**src/rtl/skew_count_pkg.sv**
```systemverilog
// Shared definitions for the ripple-counter skew monitor.
package skew_count_pkg;

    // Width of the monitored ripple counter.
    localparam int CNT_W = 4;

    // Lock/settle tracking states.
    typedef enum logic [1:0] {
        UNLOCKED = 2'd0,
        SETTLING = 2'd1,
        STABLE   = 2'd2
    } state_t;

endpackage

```
**src/rtl/sync_2ff.sv**
```systemverilog
// Two-flop synchronizer for a single asynchronous bit.
module sync_2ff (
    input  logic CLK,
    input  logic PRE,
    input  logic d,
    output logic q
);

    logic meta;

    // Two back-to-back flops give the first stage a cycle to resolve metastability.
    always_ff @(posedge CLK or posedge PRE) begin
        if (PRE) begin
            meta <= 1'b0;
            q    <= 1'b0;
        end else begin
            meta <= d;
            q    <= meta;
        end
    end

endmodule

```
**src/rtl/skew_count_monitor.sv**
```systemverilog
// Samples an asynchronous ripple counter, waits for its bits to settle, and
// reports accepted values, sequence errors and abandoned intermediate values.
module skew_count_monitor
    import skew_count_pkg::*;
#(
    parameter int STABLE_CYCLES = 3,
    parameter int ERR_W         = 8
) (
    input  logic             CLK,
    input  logic             PRE,
    input  logic             sQ0,
    input  logic             sQ1,
    input  logic             sQ2,
    input  logic             sQ3,
    output logic [3:0]       count,
    output logic             count_valid,
    output logic             seq_err,
    output logic             glitch,
    output logic [ERR_W-1:0] err_count,
    output logic             locked
);

    localparam logic [3:0] STAB_MAX = 4'(STABLE_CYCLES - 1);

    logic [CNT_W-1:0] s_q;
    logic [CNT_W-1:0] cand;
    logic [3:0]       stab_cnt;
    state_t           state;
    state_t           state_next;
    logic             accept;
    logic             seq_bad;
    logic             glitch_det;

    sync_2ff u_sync0 (.CLK(CLK), .PRE(PRE), .d(sQ0), .q(s_q[0]));
    sync_2ff u_sync1 (.CLK(CLK), .PRE(PRE), .d(sQ1), .q(s_q[1]));
    sync_2ff u_sync2 (.CLK(CLK), .PRE(PRE), .d(sQ2), .q(s_q[2]));
    sync_2ff u_sync3 (.CLK(CLK), .PRE(PRE), .d(sQ3), .q(s_q[3]));

    // Acceptance, sequence and glitch conditions derived from the current sample.
    always_comb begin
        accept     = (s_q == cand) && (stab_cnt == STAB_MAX) &&
                     ((cand != count) || (state == UNLOCKED));
        seq_bad    = locked && (cand != (count + 4'd1));
        glitch_det = (state == SETTLING) && (s_q != cand) &&
                     (s_q != count) && (cand != count);
    end

    // Next-state logic: settle whenever the sample leaves the accepted value.
    always_comb begin
        state_next = state;
        case (state)
            UNLOCKED: if (accept) state_next = STABLE;
            STABLE:   if (s_q != count) state_next = SETTLING;
            SETTLING: if (accept || (s_q == count)) state_next = STABLE;
            default:  state_next = UNLOCKED;
        endcase
    end

    // State register.
    always_ff @(posedge CLK or posedge PRE) begin
        if (PRE) state <= UNLOCKED;
        else     state <= state_next;
    end

    // Candidate tracking: restart the stability count whenever the sample moves.
    always_ff @(posedge CLK or posedge PRE) begin
        if (PRE) begin
            cand     <= '0;
            stab_cnt <= '0;
        end else if (s_q != cand) begin
            cand     <= s_q;
            stab_cnt <= '0;
        end else if (stab_cnt != STAB_MAX) begin
            stab_cnt <= stab_cnt + 4'd1;
        end
    end

    // Registered outputs; pulses are raised for one cycle after the triggering edge.
    always_ff @(posedge CLK or posedge PRE) begin
        if (PRE) begin
            count       <= '0;
            count_valid <= 1'b0;
            seq_err     <= 1'b0;
            glitch      <= 1'b0;
            err_count   <= '0;
            locked      <= 1'b0;
        end else begin
            count_valid <= accept;
            seq_err     <= accept && seq_bad;
            glitch      <= glitch_det;
            if (accept) begin
                count  <= cand;
                locked <= 1'b1;
            end
            if (accept && seq_bad && (err_count != {ERR_W{1'b1}})) begin
                err_count <= err_count + ERR_W'(1);
            end
        end
    end

endmodule

```
**config.mk**
```make
export PLATFORM = sky130hd
export DESIGN_NAME = skew_count_monitor
export DESIGN_NICKNAME = d
export VERILOG_FILES = /design/src/rtl/skew_count_pkg.sv /design/src/rtl/sync_2ff.sv /design/src/rtl/skew_count_monitor.sv
export SDC_FILE = /design/constraint.sdc
export NUM_CORES = 1
export LEC_CHECK = 0
export CAP_MARGIN = 5
export CORE_UTILIZATION = 25
export CTS_CLUSTER_SIZE = 14
export DETAILED_ROUTE_END_ITERATION = 6
export DONT_BUFFER_PORTS = 1
export GPL_ROUTABILITY_DRIVEN = 0
export PLACE_DENSITY = 0.5
export SLEW_MARGIN = 15
export SYNTH_ARGS = -nofsm -noshare
export SYNTH_HDL_FRONTEND = slang
export SYNTH_SLANG_ARGS = --single-unit
```
**constraint.sdc**
```tcl
create_clock -name CLK -period 4.6 [get_ports CLK]
set_clock_uncertainty 0.05 [all_clocks]
set_input_delay 0.23 -clock CLK [delete_from_list [all_inputs] [get_ports CLK]]
set_output_delay 0.23 -clock CLK [all_outputs]
set_load 0.005 [all_outputs]
```
==> metrics.log <==
INFO  metric initial_utilization = 26.48%
INFO  metric initial_antenna_violation_count = 0
INFO  metric clkLatencyLatePin = 280 ps
INFO  metric chipHeight = 79.08 um
INFO  metric layout_worst_path_cycle_share = between 40% and 50%
INFO  metric path_max_fanout = 16
INFO  metric grt_start_max_net_pins = 35
INFO  metric nets = 136
INFO  metric numPlacedInstances = 186
INFO  metric yosys_warnings = 0
INFO  metric hold_path_class = reg -> reg
INFO  metric htreeDepth = 2
INFO  metric drt.antenna.violating_nets = 0
INFO  metric cts_made_buffers = 5
INFO  metric detail_route.wirelength = 2460 um
INFO  metric grtUsageTotal = 8.954%
INFO  metric antenna_cells = 0
INFO  metric clkSinkCount = 34
INFO  metric routed_wirelength_normalized_by_instance_count = about 12 um
INFO  metric first_pass_grt_wire_length = 4229 um
INFO  metric timing.final.hold_violations = 0
INFO  metric core_area = 5608 um2
INFO  metric firstDrtPassIters = 4
INFO  metric post_drt_via_cell_ratio = 4.251
INFO  metric avgSynthCellArea = 12.59 um2
INFO  metric gr-total-overflow = 0
INFO  metric fin_crit = 2170 ps
INFO  metric rsz0062_at_grt = no
INFO  metric cts_repair_resize_count = 0
INFO  metric cp.required = 4710 ps
INFO  metric drt_first_iter_violations = between 40 and 50
INFO  metric timing.final.setup_violations = 0
INFO  metric synth_cell_type_count = 31
INFO  metric source_of_the_critical_timing_path = u_sync2.q
INFO  metric max_cap_violations = 0
INFO  metric worstSetupEndpoint = err_count[1]
INFO  metric yosys_register_bits = 34
INFO  metric floorplan.die_area = roughly 6300 um2
INFO  metric syn_area = 1485 um2
INFO  metric areaGrowthSynthToFinish = 15.84%
INFO  metric critical_path.reg2reg.endpoint = err_count[1]
INFO  metric die_w = 79.08 um
INFO  metric grt-busiest-layer = met2
INFO  metric num_io_pins = 22
INFO  metric use_met1 = 11.27%
INFO  metric max_slew.worst_pin.slew = 681.3 ps
INFO  metric place_hpwl = between 1500 and 2000 um
INFO  metric grt_pass1_vias = 893
INFO  metric run_status = finished, final reports clean
INFO  metric crit_type = reg -> reg
INFO  metric mappedNetlistNets = 128
INFO  metric reg2reg_path_depth = 5
INFO  metric tns = 0 ps
INFO  metric instances_no_fill = 199
INFO  metric grt_util_met2 = 13.10%
INFO  metric placementRows = 27
INFO  metric report.final.slew_viol_count = 0
INFO  metric cts_tree = built
INFO  metric crit_arrival = 2280 ps
INFO  metric port_bufs = 0
INFO  metric cts_max_path_buffers = 2
INFO  metric synthesis.instances = about 120
INFO  metric seq_area_frac_synth = approximately 57%
INFO  metric power_leakage = 0.7716 nW
INFO  metric mostFrequentLayoutCell = dfrtp_1
INFO  metric worst-r2r-setup-slack = roughly 2400 ps
INFO  metric clkTransAtPathRegs = approximately 80 ps
INFO  metric vdd_ir_drop_max = 151.0 uV
INFO  metric cp-start-kind = register
INFO  metric power.density_cell_area = about 360 nW/um2
INFO  metric reg2reg_from = u_sync2.q
INFO  metric layout.cells.most_common_list = 34 x dfrtp_1, 15 x xnor2_1, 10 x xor2_1
INFO  metric post_cts_buffers = 0
INFO  metric use_met3 = under 10%
INFO  metric achievable-frequency = 0.4609 GHz
INFO  metric max_slew_headroom = between 50% and 60%
INFO  metric detailroute.via_count = ~850
INFO  metric cts-root-buf = clkbuf_8
INFO  metric share_of_final_layout_standard_cells_stronger_than_drive_strength_1 = 14.96%
INFO  metric critPathCaptureType = register
INFO  metric route.detailed.drc = 0
## cells by family (layout without fill, tap and decap cells)
| group | count (synthesis) | after routing | share of synthesized area [%] |
|---|---|---|---|
| adders and majority gates | 4 | 4 | 3.370 |
| muxes | 5 | 5 | 3.791 |
| xor gates and xnor gates | 25 | 25 | 14.74 |
| DFF | 34 | 34 | 57.29 |
| and+or+nand+nor | 36 | 36 | 14.57 |
| buffers and inverters | 7 | 16 | 2.274 |
| AOI/OAI and AO/OA | 7 | 7 | 3.960 |
## Yosys cell counts
library cell / n / area, um2
ha_1: 4 / 50.05
nand2b_1: 1 / 6.260
nand2_1: 2 / 7.510
buf_6: 1 / 11.26
and3_1: 4 / 25.02
nand3b_1: 2 / 15.01
and2_1: 3 / 18.77
nor2_1: 4 / 15.01
a31oi_1: 1 / 6.260
inv_1: 2 / 7.510
mux2_2: 4 / 45.04
a211oi_4: 1 / 20.02
xnor2_1: 15 / 131.4
mux2_1: 1 / 11.26
or3_1: 1 / 6.260
clkbuf_1: 4 / 15.01
nor4_2: 1 / 12.51
nor4_1: 1 / 6.260
xor2_1: 10 / 87.58
dfrtp_1: 34 / 850.8
nand4_1: 3 / 18.77
or2_2: 2 / 12.51
o311a_1: 1 / 10.01
nand2_2: 1 / 6.260
a21oi_1: 2 / 10.01
nand3_1: 7 / 35.03
nand4_2: 1 / 12.51
or3b_1: 1 / 8.760
a211oi_1: 1 / 7.510
nor3_1: 2 / 10.01
o21ai_1: 1 / 5.000
## metal layers
layer | share of wire, % | routed length, um
met5 | 0 | 0
met1 | 46 | 1123
met3 | 7.5 | 184
met4 | 0.53 | 13
met2 | 46 | 1139
## where the power goes
part / total [W] / internal (W) / switching (W) / leakage [nW]
clock network: 0.000274 / 0.000161 / 0.000113 / 0.0504
logic: 0.0000276 / 0.0000125 / 0.0000151 / 0.274
registers: 0.000314 / 0.000306 / 0.00000754 / 0.447
total: 0.000616 / 0.000480 / 0.000136 / 0.772
## critical path, stage by stage (launching register included)
cell and delay, ps:
dfrtp_1 420, xnor2_1 220, nand4_2 240, a211oi_4 660
nand2_2 130, mux2_1 340
## flip-flops by register name, indices dropped and copies added, names as in the netlist
name,flops
stab_cnt,4
count,4
u_sync2.q,1
cand,4
glitch,1
locked,1
u_sync3.meta,1
u_sync1.meta,1
u_sync3.q,1
state,2
u_sync2.meta,1
err_count,8
u_sync0.meta,1
u_sync1.q,1
u_sync0.q,1
seq_err,1
count_valid,1
## cell type report
cell class                      instances  area (um2)
Inverter                                2       7.507
Tap cell                               72       90.09
Timing Repair Buffer                    6       57.56
Sequential cell                        34       850.8
Multi-Input combinational cell         77       600.6
Fill cell                             589        3887
Clock buffer                            5       68.82
Clock inverter                          3       45.04
## metrics by stage
| stage | util, % | total power [W] | setup slack [ps] | instance area, um2 | hold WS (ps) |
|---|---|---|---|---|---|
| 6_report | 30.68 | 0.0006156 | 2430 | 1720 | 300.7 |
| 5_1_grt | 30.68 | 0.0006428 | 2249 | 1720 | 312.2 |
| 4_1_cts | 30.68 | 0.0006237 | 2381 | 1720 | 301.6 |
| 3_5_place_dp | 27.76 | 0.0003454 | 2401 | 1556 | 199.5 |
| 3_3_place_gp | 27.76 | 0.0003449 | 2454 | 1556 | 189.6 |
| 2_1_floorplan | - | 0.0003396 | 2703 | 1485 | 211.4 |
## how the worst min path moves through the flow
stage                 start  slack (ps)  depth (start not counted)           end
6_report       u_sync3.meta         300                          0     u_sync3.q
4_1_cts        u_sync1.meta         300                          0     u_sync1.q
3_3_place_gp            PRE         190                          2  err_count[0]
5_1_grt        u_sync1.meta         310                          0     u_sync1.q
3_5_place_dp            PRE         200                          2  err_count[0]
2_1_floorplan           sQ0         210                          0  u_sync0.meta
## timing repair
action	CTS	global route
endpoints found under the hold margin	38	0
setup endpoints to repair	0	0
hold buffers	5	0
No activity file was read; power rests on OpenSTA's default activity.
